**src/rtl/vram_arbiter.sv**
```systemverilog
// vram_arbiter: shares one single-port synchronous VRAM between the GFX
// scan-out engine and NCH CPU-side valid/ready masters.
//
//   clk, rst            clock, asynchronous active-high reset
//   gfx_active_i        GFX owns the RAM port this cycle (absolute priority)
//   gfx_addr_i          GFX read address
//   gfx_rdata_o         RAM read data, straight through
//   req_valid_i [NCH]   per-channel request, held until ready
//   req_addr_i/wdata_i/wstrb_i  per-channel slices; wstrb==0 means read
//   req_ready_o [NCH]   one-cycle completion pulse
//   req_rdata_o         read data of the last completed read
//   ram_*               RAM port (ce, byte we, addr, wdata, rdata)
//
// CPU requests are served one at a time, round-robin. Partial writes go to
// the RAM as byte enables when BYTE_WE=1, or as read-modify-write otherwise.
module vram_arbiter #(
  parameter int AW      = 11,
  parameter int DW      = 32,
  parameter int NCH     = 2,
  parameter int BYTE_WE = 0
) (
  input  logic                    clk,
  input  logic                    rst,
  input  logic                    gfx_active_i,
  input  logic [AW-1:0]           gfx_addr_i,
  output logic [DW-1:0]           gfx_rdata_o,
  input  logic [NCH-1:0]          req_valid_i,
  input  logic [NCH*AW-1:0]       req_addr_i,
  input  logic [NCH*DW-1:0]       req_wdata_i,
  input  logic [NCH*(DW/8)-1:0]   req_wstrb_i,
  output logic [NCH-1:0]          req_ready_o,
  output logic [DW-1:0]           req_rdata_o,
  output logic                    ram_ce_o,
  output logic [DW/8-1:0]         ram_we_o,
  output logic [AW-1:0]           ram_addr_o,
  output logic [DW-1:0]           ram_wdata_o,
  input  logic [DW-1:0]           ram_rdata_i
);
  localparam int WB = DW / 8;
  localparam int CW = (NCH > 1) ? $clog2(NCH) : 1;

  typedef enum logic [2:0] {
    S_IDLE, S_ISSUE, S_RDATA, S_MERGE, S_WRITE, S_DONE
  } state_t;

  state_t          state_q, state_d;
  logic [CW-1:0]   last_grant_q, last_grant_d;
  logic [CW-1:0]   grant_q, grant_d;
  logic [AW-1:0]   addr_q, addr_d;
  logic [DW-1:0]   wdata_q, wdata_d;
  logic [WB-1:0]   wstrb_q, wstrb_d;
  logic [DW-1:0]   rdata_q, rdata_d;
  logic [NCH-1:0]  ready_q, ready_d;

  logic            is_read, is_direct;
  logic [WB-1:0]   we_direct;
  int              idx, pick;
  logic            found;

  assign gfx_rdata_o = ram_rdata_i;
  assign req_ready_o = ready_q;
  assign req_rdata_o = rdata_q;

  assign is_read   = (wstrb_q == '0);
  // Direct write: full word, or any partial write when the RAM has byte enables.
  assign is_direct = (&wstrb_q) || ((BYTE_WE != 0) && !is_read);
  assign we_direct = (BYTE_WE != 0) ? wstrb_q : {WB{1'b1}};

  always_comb begin
    state_d      = state_q;
    last_grant_d = last_grant_q;
    grant_d      = grant_q;
    addr_d       = addr_q;
    wdata_d      = wdata_q;
    wstrb_d      = wstrb_q;
    rdata_d      = rdata_q;
    ready_d      = '0;
    ram_ce_o     = 1'b0;
    ram_we_o     = '0;
    ram_addr_o   = addr_q;
    ram_wdata_o  = wdata_q;
    idx          = 0;
    pick         = 0;
    found        = 1'b0;

    case (state_q)
      S_IDLE: begin
        // Rotating priority: search starts just after the last granted channel.
        for (int i = 0; i < NCH; i++) begin
          idx = (int'(last_grant_q) + 1 + i) % NCH;
          if (!found && req_valid_i[idx]) begin
            found = 1'b1;
            pick  = idx;
          end
        end
        if (found) begin
          grant_d      = CW'(pick);
          last_grant_d = CW'(pick);
          addr_d       = req_addr_i[pick*AW +: AW];
          wdata_d      = req_wdata_i[pick*DW +: DW];
          wstrb_d      = req_wstrb_i[pick*WB +: WB];
          state_d      = S_ISSUE;
        end
      end
      S_ISSUE: begin
        if (!gfx_active_i) begin
          ram_ce_o = 1'b1;
          if (is_read) begin
            state_d = S_RDATA;
          end else if (is_direct) begin
            ram_we_o = we_direct;
            state_d  = S_DONE;
          end else begin
            state_d = S_MERGE;  // fetch the old word first
          end
        end
      end
      S_RDATA: begin
        // Data of the previous cycle's read; valid even if GFX owns the port now.
        rdata_d = ram_rdata_i;
        state_d = S_DONE;
      end
      S_MERGE: begin
        for (int b = 0; b < WB; b++)
          wdata_d[b*8 +: 8] = wstrb_q[b] ? wdata_q[b*8 +: 8] : ram_rdata_i[b*8 +: 8];
        state_d = S_WRITE;
      end
      S_WRITE: begin
        if (!gfx_active_i) begin
          ram_ce_o = 1'b1;
          ram_we_o = {WB{1'b1}};
          state_d  = S_DONE;
        end
      end
      S_DONE: state_d = S_IDLE;
      default: state_d = S_IDLE;
    endcase

    if (state_d == S_DONE) ready_d[grant_q] = 1'b1;

    // GFX overrides the port unconditionally; ISSUE/WRITE already stall then.
    if (gfx_active_i) begin
      ram_ce_o   = 1'b1;
      ram_we_o   = '0;
      ram_addr_o = gfx_addr_i;
    end
  end

  always_ff @(posedge clk or posedge rst) begin
    if (rst) begin
      state_q      <= S_IDLE;
      last_grant_q <= CW'(NCH - 1);
      grant_q      <= '0;
      addr_q       <= '0;
      wdata_q      <= '0;
      wstrb_q      <= '0;
      rdata_q      <= '0;
      ready_q      <= '0;
    end else begin
      state_q      <= state_d;
      last_grant_q <= last_grant_d;
      grant_q      <= grant_d;
      addr_q       <= addr_d;
      wdata_q      <= wdata_d;
      wstrb_q      <= wstrb_d;
      rdata_q      <= rdata_d;
      ready_q      <= ready_d;
    end
  end
endmodule

```
**config.mk**
```make
export PLATFORM = sky130hd
export DESIGN_NAME = vram_arbiter
export DESIGN_NICKNAME = d
export VERILOG_FILES = /design/src/rtl/vram_arbiter.sv
export SDC_FILE = /design/constraint.sdc
export NUM_CORES = 1
export LEC_CHECK = 0
export CAP_MARGIN = 15
export CORE_UTILIZATION = 45
export CTS_CLUSTER_SIZE = 28
export DETAILED_ROUTE_END_ITERATION = 8
export DONT_BUFFER_PORTS = 1
export GPL_TIMING_DRIVEN = 0
export SETUP_SLACK_MARGIN = 0.3
export SLEW_MARGIN = 0
export SYNTH_ARGS = -nofsm -noshare
export SYNTH_HDL_FRONTEND = slang
export SYNTH_SLANG_ARGS = --single-unit
```
**constraint.sdc**
```tcl
create_clock -name clk -period 4.6 [get_ports clk]
set_clock_uncertainty 0.05 [all_clocks]
set_input_delay 0.46 -clock clk [delete_from_list [all_inputs] [get_ports clk]]
set_output_delay 0.46 -clock clk [all_outputs]
set_load 0.01 [all_outputs]
```
==> run metrics, run 1 <==
Peak VDD IR=0.000267 V; Final Cycle Share=0.538; Final setup violation count=0; area of all placed cells without fillers=5150 um2; crit-path max FO=8; WP data required=roughly 4 ns; worst slew slack as a fraction of its limit=0.564; final-layout fill cell count=940; Pleak=around 2.4 nW; number of instances resized during post-cts repair=0; total via count in the routed design=between 3,000 and 4,000; Clk pin slew, worst setup/hold paths=0.09 ns; remaining antenna violation count after routing=0; antenna diode instance count=0; drt total wl=~13 mm; Worst Min Path Start=req_valid_i[0]; cell area after synthesis=4730 um2; latest clock arrival within the worst-skew pair=0.37 ns; H-tree depth reported by CTS=3; number of cells produced by synthesis=466; count of cell types in the netlist=37; crit path launch type=register; io pins=around 260; DRT iter0 DRCs=~180; reg-to-reg critical path startpoint=last_grant_q; pwr dens=~680 nW/um2; Placement Rows=37; count of maximum capacitance violations=0; ratio of routed vias to standard cells=about 5.7; hold crit path type=input port to register; initial core utilization=0.462; dpl hpwl=between 9 and 10 mm; final sum of negative setup slack=0 ns; count of input and output buffers=0; RSZ-0062 raised after global routing=no; grt ovf=0; run status=finished clean; core area=10,200 um2; kind of end point of the critical path=output pin; detailed-route DRC error count=0; worst slew pin tran=0.654 ns; Max Freq=0.404 GHz; Min-Delay Endpoint=last_grant_q; die width=~100 um; fraction of registers with async set or reset after synthesis=1.00; clk sinks=86; share of cells above drive strength 1=0.324; overall die area=10,900 um2; reg2reg path depth=6; final count of hold timing violations=0; total iterations of the first detailed-routing run=4; via count of the first global-routing pass=3,646; final critical-path required period=2.47 ns; final layout net count=621; yosys warns=0; largest net degree at the start of global routing=46; CP Class=register to output pin; critical path startpoint=state_q[2]; Top FF cell, synth=sky130_fd_sc_hd__dfrtp_1; Seq/Total Area, Yosys=0.456; antenna violations before repair=0; post-placement cell area=around 5000 um2; die boundary height=104 um; EDFF count, synth=0; routability congestion estimate from global placement=0.822; overall fraction of global-route tracks in use=0.237; RR Endpoint=ram_wdata_o[19]; Hold Path Cell Cnt=1; average size of a mapped cell=10.1 um2; Root Buffer Master=sky130_fd_sc_hd__clkbuf_8; worst path arrival time=a little under 2 ns; post-synthesis net count=608; worst-case clock buffer depth=2; CTS tree=built; layout overhead on the synthesized area=8.95%; buffers inserted by post-CTS timing repair=0; DR WL/cell=between 20 and 25 um; number of storage elements in the synthesis netlist=86; number of max-slew violations in the final report=0; reg-to-reg slack, setup=about 2.6 ns; number of hold buffers added after cts=1; global-route wire length before repair=19.8 mm; clock buffer count from CTS=9
## placed cells by master, fill, tap and decap left out, types with 2 or more instances in the layout
cell	n
sky130_fd_sc_hd__clkinv_2	4
sky130_fd_sc_hd__o21ai_1	2
sky130_fd_sc_hd__buf_4	41
sky130_fd_sc_hd__nor2_1	50
sky130_fd_sc_hd__clkbuf_8	9
sky130_fd_sc_hd__nand2_1	35
sky130_fd_sc_hd__buf_2	16
sky130_fd_sc_hd__a21o_1	32
sky130_fd_sc_hd__nand2b_1	2
sky130_fd_sc_hd__o21ai_0	33
sky130_fd_sc_hd__dfrtp_1	85
sky130_fd_sc_hd__a21oi_1	33
sky130_fd_sc_hd__o31ai_1	4
sky130_fd_sc_hd__clkbuf_1	15
sky130_fd_sc_hd__bufinv_16	2
sky130_fd_sc_hd__o21a_1	3
sky130_fd_sc_hd__mux2_2	43
sky130_fd_sc_hd__a2bb2oi_2	4
sky130_fd_sc_hd__o31ai_2	28
sky130_fd_sc_hd__a31oi_1	16
sky130_fd_sc_hd__or2_0	4
## synth_stat cells (3+ instances only)
| master | number | share of area |
|---|---|---|
| sky130_fd_sc_hd__dfrtp_1 | 85 | 0.45 |
| sky130_fd_sc_hd__nor2_1 | 50 | 0.040 |
| sky130_fd_sc_hd__mux2_2 | 43 | 0.10 |
| sky130_fd_sc_hd__buf_4 | 41 | 0.065 |
| sky130_fd_sc_hd__nand2_1 | 35 | 0.028 |
| sky130_fd_sc_hd__a21oi_1 | 33 | 0.035 |
| sky130_fd_sc_hd__o21ai_0 | 33 | 0.035 |
| sky130_fd_sc_hd__a21o_1 | 32 | 0.051 |
| sky130_fd_sc_hd__o31ai_2 | 28 | 0.074 |
| sky130_fd_sc_hd__a31oi_1 | 16 | 0.021 |
| sky130_fd_sc_hd__buf_2 | 16 | 0.017 |
| sky130_fd_sc_hd__clkbuf_1 | 15 | 0.012 |
| sky130_fd_sc_hd__a2bb2oi_2 | 4 | 0.013 |
| sky130_fd_sc_hd__o31ai_1 | 4 | 0.0064 |
| sky130_fd_sc_hd__or2_0 | 4 | 0.0053 |
| sky130_fd_sc_hd__o21a_1 | 3 | 0.0048 |
## critical path, cell delays in order (launching register included)
cell and delay, ns:
sky130_fd_sc_hd__dfrtp_1 0.48, sky130_fd_sc_hd__nand2b_1 0.22, sky130_fd_sc_hd__or3_1 0.36, sky130_fd_sc_hd__a21oi_2 0.34, sky130_fd_sc_hd__buf_4 0.19
## through the flow
| step | setup slack (ns) | hold slack, ns | util | power [mW] | instances |
|---|---|---|---|---|---|
| 6_report | 2.13 | 0.100 | 0.503 | 3.53 | 620 |
| 5_1_grt | 2.02 | 0.0998 | 0.503 | 3.77 | 620 |
| 4_1_cts | 2.09 | 0.0905 | 0.503 | 3.56 | 620 |
| 3_5_place_dp | 2.25 | 0.375 | 0.482 | 2.98 | 603 |
| 3_3_place_gp | 0.830 | 0.426 | 0.479 | 2.92 | 602 |
| 2_1_floorplan | 1.87 | 0.408 | - | 2.62 | 466 |
## sequential cells by signal (all words and copies together), names as in the netlist
register	cells
req_ready_o	2
grant_q	1
state_q	3
wstrb_q	4
req_rdata_o	32
last_grant_q	1
ram_wdata_o	32
addr_q	11
## power breakdown
group | internal (mW) | switching, mW
registers | 1.13 | 0.395
clock network | 0.303 | 0.280
logic | 0.642 | 0.772
total | 2.08 | 1.45
## cells by family (layout without fill, tap and decap cells)
kind of cell,after synthesis,count (layout),synth area share
compound gates,158,158,0.248
simple gates,104,104,0.0969
flops,86,86,0.456
buf+inv,74,92,0.0956
mux,43,43,0.102
xor+xnor,1,1,0.00185
## final cells by class
| cell class | instances | area [um2] | share of cell area |
|---|---|---|---|
| Clock buffer | 9 | 124 | 0.0241 |
| Clock inverter | 7 | 88.8 | 0.0172 |
| Timing Repair Buffer | 2 | 37.5 | 0.00729 |
| Inverter | 2 | 10.0 | 0.00194 |
| Tap cell | 136 | 170 | 0.0330 |
| Sequential cell | 86 | 2150 | 0.418 |
| Multi-Input combinational cell | 306 | 2120 | 0.412 |
| Buffer | 72 | 444 | 0.0862 |
## metal layers
metal / GRT usage / vias to the layer above / share of wire
met5: 0 / - / 0
met4: 0.108 / 0 / 0.024
met1: 0.296 / 1715 / 0.43
li1: - / 1634 / -
met3: 0.0602 / 21 / 0.077
met2: 0.385 / 179 / 0.47
## worst max-delay path by stage
stage	end	slack, ns
2_1_floorplan	addr_q[0]	1.87
3_3_place_gp	req_rdata_o[20]	0.83
3_5_place_dp	ram_we_o[2]	2.25
4_1_cts	ram_we_o[2]	2.09
5_1_grt	ram_we_o[3]	2.02
6_report	ram_we_o[2]	2.13
Power figures use the tool's default switching activity.
==> run 2, diff against run 1 <==
==> constraint.sdc (replaced) <==
create_clock -name clk -period 2.3 [get_ports clk]
set_clock_uncertainty 0.05 [all_clocks]
set_input_delay 0.23 -clock clk [delete_from_list [all_inputs] [get_ports clk]]
set_output_delay 0.23 -clock clk [all_outputs]
set_load 0.01 [all_outputs]
==> run 2 against run 1 <==
  * Clock-buffer cell count increased by 1
  * Design area is 17% higher
  * Wire length increased by 11%
  * Sequential cell count unchanged
  * Sequential share of layout area is 6.0 points lower
  * Cell count up 13%
  * First-iteration DRC count is 22% lower
  * Die area did not move
  * Register-to-register slack worse by 2.2 ns
  * Non-clock buffer count is 78 higher
  * Sequential power up 99%
  * Utilization is 8.5 points higher
  * Critical endpoint is now ram_we_o[1]
==> run metrics, run 2 (same netlist as run 1, synthesis figures left out) <==
proportion of total power due to net switching=0.395 (-0.0156); total power of the final layout=7.64 mW (+120%); final sum of negative setup slack=0 ns (unchanged); ratio of routed vias to standard cells=5.60 (-2.1%); highest cell delay on the worst timing path=0.41 ns (-0.07 ns); H-tree depth reported by CTS=3 (unchanged); layout overhead on the synthesized area=27.3%; worst path arrival time=1.71 ns (-0.25 ns); count of maximum capacitance violations=0 (unchanged); part of the power in combinational logic=0.419 (+0.018); Root Buffer Master=sky130_fd_sc_hd__clkbuf_8; die boundary height=104 um (unchanged); DRT iter0 DRCs=140 (-22%); total via count in the routed design=3,911 (+10%); sequential share of power=0.398 (-0.036); Max Freq=0.501 GHz; pwr dens=1270 nW/um2 (+85%); WP data required=2.02 ns (-2.07 ns); initial core utilization=0.462 (unchanged); overall die area=10,900 um2 (unchanged); most frequent standard cell in the layout excluding fill and tap cells=sky130_fd_sc_hd__dfrtp_1; core area=10,200 um2 (unchanged); Placement Rows=37 (unchanged); die width=104 um (unchanged); via count of the first global-routing pass=4,140 (+14%); global routing met3 resource utilization=0.0627 (+0.00251); net load switching power=3.01 mW (+110%); final layout net count=699 (+13%); worst-case clock buffer depth=2 (unchanged); clk sinks=86 (unchanged); total iterations of the first detailed-routing run=4 (unchanged); latest clock arrival within the worst-skew pair=0.37 ns (about the same); Final Cycle Share=0.867; final count of hold timing violations=0 (unchanged); power share of the clock group=0.183 (+0.018); cell with the largest stage delay on the worst path=sky130_fd_sc_hd__or3_4; detailed-route DRC error count=0 (unchanged); run status=finished clean; drt total wl=14.1 mm (+11%); met1 layer usage reported by global route=0.306 (+0.0102); number of max-slew violations in the final report=0 (unchanged); hold crit path type=input port to register; Clk pin slew, worst setup/hold paths=0.09 ns (about the same); largest net degree at the start of global routing=39 (-15%); count of input and output buffers=0 (unchanged); worst slew pin tran=0.565 ns (-0.0884 ns); overall fraction of global-route tracks in use=0.261 (+0.0239); list of cells traversed by the critical path=nand3b_1 -> or3_4 -> a21oi_4 -> buf_6; final critical-path required period=1.99 ns; global routing met2 resource utilization=0.465 (+0.0799); share of cells above drive strength 1=0.313 (-0.0112); CTS tree=built; DR WL/cell=20.2 um (-1.7%); worst slack on hold paths=0.0109 ns (-0.0894 ns); Pleak=2.76 nW (+15%); dpl hpwl=9.72 mm (+1.3%); most frequent cells in the layout=sky130_fd_sc_hd__dfrtp_1 (84), sky130_fd_sc_hd__dlygate4sd3_1 (67), sky130_fd_sc_hd__nor2_1 (50), sky130_fd_sc_hd__buf_4 (47), sky130_fd_sc_hd__mux2_2 (43); Peak VDD IR=0.000533 V (+99%); Most Crowded Layer GR=met2; RSZ-0062 raised after global routing=yes; routability congestion estimate from global placement=0.822 (about the same); antenna diode instance count=0 (unchanged); kind of end point of the critical path=output pin; crit path launch type=register; antenna violations before repair=0 (unchanged); crit-path max FO=6 (-2); grt ovf=0 (unchanged); Final setup violation count=0 (unchanged); reg-to-reg slack, setup=0.45 ns (-2.15 ns); CP Class=register to output pin; global-route wire length before repair=21.7 mm (+9.6%); internal power=4.62 mW (+120%); io pins=256 (unchanged); clock buffer count from CTS=9 (unchanged); worst slew slack as a fraction of its limit=0.623 (+0.0589); remaining antenna violation count after routing=0 (unchanged)
## run 2: worst max-delay path, delay by kind of cell, from the launching register on
kind,cells,cell delay (ns)
flip-flops,1,0.38
AO/OA/AOI/OAI,1,0.27
buffers and inverters,1,0.15
AND/OR/NAND/NOR,2,0.54
## run 2: metal layers
layer / vias up / wire length (um)
met5: - / 0
met1: 1924 / 5720
met4: 0 / 187
li1: 1790 / -
met2: 183 / 7240
met3: 14 / 941
## run 2: final timing paths
kind                                 start  depth (start not counted)              end
max in group asynchronous              rst                          3     last_grant_q
min reg2reg                        grant_q                          1   req_ready_o[1]
min in group asynchronous              rst                          2  req_rdata_o[11]
min                        ram_rdata_i[20]                          2  ram_wdata_o[20]
max                             wstrb_q[3]                          4      ram_we_o[1]
max reg2reg                     state_q[0]                          6     last_grant_q
## run 2: per-stage QoR
stage	instance area [um2]	utilization	instances	worst slack, ns
2_1_floorplan	4730	-	466	0.639
3_5_place_dp	4940	0.483	604	0.306
3_3_place_gp	4900	0.479	602	0.305
6_report	6020	0.588	698	0.306
5_1_grt	6020	0.588	698	0.237
4_1_cts	5960	0.583	693	0.280
## run 2: power by group through the flow
stage                     clock [mW]  combinational, mW  sequential (mW)
final                           1.40               3.20             3.04
after CTS                       1.42               3.15             3.04
after global placement             0               2.78             3.07
after global routing            1.48               3.53             3.11
after floorplan                    0               2.33             2.90
after detailed placement           0               2.85             3.10
## run 2: repair_timing
| action | CTS | global route |
|---|---|---|
| hold endpoints to repair | 135 | 2 |
| setup endpoints to repair | 9 | 21 |
| buffers inserted | 8 | 3 |
| resized for setup | 11 | 8 |
| hold buffers | 65 | 2 |
| pin swaps | 1 | 1 |
## run 2: cell type report
type                       instances  area [um2]
fill                             866        4220
multi-input combinational        306        2160
sequential                        86        2150
tap                              136         170
clock buffer                      10         128
buffer                            72         463
clock inverter                     6         134
inverter                           2        11.3
timing repair buffer              80         797
==> run 3, diff against run 2 <==
--- a/config.mk
+++ b/config.mk
@@ -11,6 +11,7 @@
 export DETAILED_ROUTE_END_ITERATION = 8
 export DONT_BUFFER_PORTS = 1
 export GPL_TIMING_DRIVEN = 0
+export REMOVE_ABC_BUFFERS = 1
 export SETUP_SLACK_MARGIN = 0.3
 export SLEW_MARGIN = 0
 export SYNTH_ARGS = -nofsm -noshare
==> constraint.sdc (replaced) <==
create_clock -name clk -period 1.7 [get_ports clk]
set_clock_uncertainty 0.05 [all_clocks]
set_input_delay 0.17 -clock clk [delete_from_list [all_inputs] [get_ports clk]]
set_output_delay 0.17 -clock clk [all_outputs]
set_load 0.01 [all_outputs]
==> run 3 against run 2 <==
  * Non-clock buffer count is 1 lower
  * The flow now finishes with violations (negative setup slack)
  * Critical path type unchanged
  * Cell count is 0.14% higher
  * Critical endpoint is now ram_we_o[3]
  * Design area is 15% higher
  * Sequential power is 40% higher
  * Clock power is 24% higher
==> run metrics, run 3 (same netlist as run 1, synthesis figures left out) <==
part of the power in combinational logic=0.493 (+0.074); RSZ-0062 raised after global routing=yes; CTS tree=built; kind of end point of the critical path=output pin; run status=finished with violations; die width=104 um (unchanged); register area=2160 um2 (+0.12%); list of cells traversed by the critical path=clkbuf_16 -> nand2b_4 -> or3_4 -> a21oi_4; grt ovf=0 (unchanged); share of cells above drive strength 1=0.353 (+0.0403); routability congestion estimate from global placement=0.743 (-9.6%); proportion of total power due to net switching=0.391 (-0.00385); global routing met2 resource utilization=0.492 (+0.0270); hold crit path type=input port to register; pwr dens=1710 nW/um2 (+35%); worst slew slack as a fraction of its limit=0.611 (-0.0119); worst-case clock buffer depth=2 (unchanged); Most Crowded Layer GR=met2; drt total wl=15.6 mm (+11%); Root Buffer Master=sky130_fd_sc_hd__clkbuf_8; internal power=7.19 mW (+56%); final count of hold timing violations=0 (unchanged); number of cells after detailed placement=535 (-11%); clk sinks=86 (unchanged); met1 layer usage reported by global route=0.347 (+0.0407); multi-input logic area=2560 um2 (+18%); number of buffers and inverters on the critical path=1 (unchanged); worst path arrival time=1.80 ns (+0.09 ns); Clk pin slew, worst setup/hold paths=0.08 ns (about the same); global-route wire length before repair=23.7 mm (+9.2%); latest clock arrival within the worst-skew pair=0.35 ns (-0.02 ns); remaining antenna violation count after routing=0 (unchanged); via count of the first global-routing pass=4,256 (+2.8%); initial core utilization=0.462 (unchanged); overall die area=10,900 um2 (unchanged); antenna diode instance count=0 (unchanged); number of max-slew violations in the final report=0 (unchanged); net load switching power=4.62 mW (+53%); antenna violations before repair=0 (unchanged); number of standard cells in the layout, taps in and fillers out=699 (+0.14%); power share of the clock group=0.148 (-0.035); crit-path max FO=6 (unchanged); Pleak=3.05 nW (+10%); Max Freq=0.494 GHz; count of maximum capacitance violations=0 (unchanged); global routing met3 resource utilization=0.0689 (+0.00627); Final setup violation count=87 (+87); largest net degree at the start of global routing=53 (+36%); Final Cycle Share=1.19; clock buffer count from CTS=9 (unchanged); total via count in the routed design=4,050 (+3.6%); total iterations of the first detailed-routing run=4 (unchanged); setup slack after layout=-0.324 ns (-0.630 ns); delay-heaviest family, CP=simple AND/OR/NAND/NOR gates; io pins=256 (unchanged); die boundary height=104 um (unchanged); Post-Place Worst Slack=-0.717 ns (-1.02 ns); most frequent standard cell in the layout excluding fill and tap cells=sky130_fd_sc_hd__dlygate4sd3_1; H-tree depth reported by CTS=3 (unchanged); Placement Rows=37 (unchanged); highest cell delay on the worst timing path=0.43 ns (+0.02 ns); DR WL/cell=22.3 um (+10%); final-layout fill cell count=749 (-14%); crit path launch type=register; count of input and output buffers=0 (unchanged); final core utilization=0.674 (+0.0858); final layout net count=701 (+0.29%); overall fraction of global-route tracks in use=0.286 (+0.0251); Peak VDD IR=0.000822 V (+54%); WP data required=1.48 ns (-0.54 ns); final sum of negative setup slack=-14.55 ns (-14.55 ns); dpl hpwl=7.93 mm (-18%); detailed-route DRC error count=0 (unchanged); violated checks=negative setup slack; layout overhead on the synthesized area=45.8%; DRT iter0 DRCs=256 (+83%); final critical-path required period=2.02 ns; core area=10,200 um2 (unchanged); ratio of routed vias to standard cells=5.79 (+3.4%); cell with the largest stage delay on the worst path=sky130_fd_sc_hd__dfrtp_2; CP Class=register to output pin; worst slew pin tran=0.582 ns (+0.0165 ns); most frequent cells in the layout=sky130_fd_sc_hd__dlygate4sd3_1 (98), sky130_fd_sc_hd__dfrtp_1 (82), sky130_fd_sc_hd__nor2_1 (48), sky130_fd_sc_hd__nand2_1 (34), sky130_fd_sc_hd__o21ai_0 (33); sequential share of power=0.360 (-0.038)
==> run 3: cell type report <==
type                            instances  area share
Inverter                                2     0.00145
Clock inverter                          4      0.0138
Timing Repair Buffer                  151       0.256
Multi-Input combinational cell        309       0.371
Clock buffer                           11      0.0205
Sequential cell                        86       0.313
Tap cell                              136      0.0247
==> run 3: timing repair <==
| item | in CTS | in global routing |
|---|---|---|
| resized for setup | 94 | 28 |
| hold buffers | 97 | 1 |
| endpoints found under the hold margin | 115 | 1 |
| endpoints found under the setup margin | 90 | 89 |
| pin swaps | 39 | 8 |
| cloned | 10 | 1 |
| setup buffers | 34 | 6 |
==> run 3: stage by stage <==
stage	instance area, um2	hold slack [ns]	total power [mW]
after CTS	6660	0.00500	11.4
after detailed placement	4590	0.0402	7.80
final	6890	0.0810	11.8
after global routing	6890	0.0793	12.5
after global placement	4450	0.193	7.53
after floorplan	4280	0.190	6.75
==> run 3: final timing paths <==
check	end	startpoint	slack, ns	cells after the start
worst max-delay path	ram_we_o[3]	state_q[2]	-0.32	4
worst min-delay path	ram_wdata_o[16]	req_wdata_i[48]	0.08	3
worst max register to register	ram_wdata_o[21]	state_q[2]	-0.27	10
worst min register to register	req_ready_o[1]	grant_q	0.46	1
max in group asynchronous	last_grant_q	rst	0.68	3
min in group asynchronous	req_rdata_o[24]	rst	0.25	2
==> run 3: power groups by stage <==
stage | Sequential [mW] | Combinational [mW] | Clock, mW
floorplan | 4.03 | 2.72 | 0
global placement | 4.30 | 3.23 | 0
detailed placement | 4.27 | 3.53 | 0
CTS | 4.21 | 5.35 | 1.79
global route | 4.34 | 6.25 | 1.86
finish | 4.25 | 5.81 | 1.74
==> run 3: routing by layer <==
layer	share of wire	vias to the layer above	wire, um
met3	0.073	32	1140
li1	-	1792	-
met4	0.025	0	384
met2	0.50	232	7720
met1	0.41	1994	6330
met5	0	-	0
==> run 3: tightest hold or removal path, cell delays in order <==
cell                      delay (ns)
sky130_fd_sc_hd__a21o_1         0.09
sky130_fd_sc_hd__a21oi_1        0.04
sky130_fd_sc_hd__o31ai_2        0.16
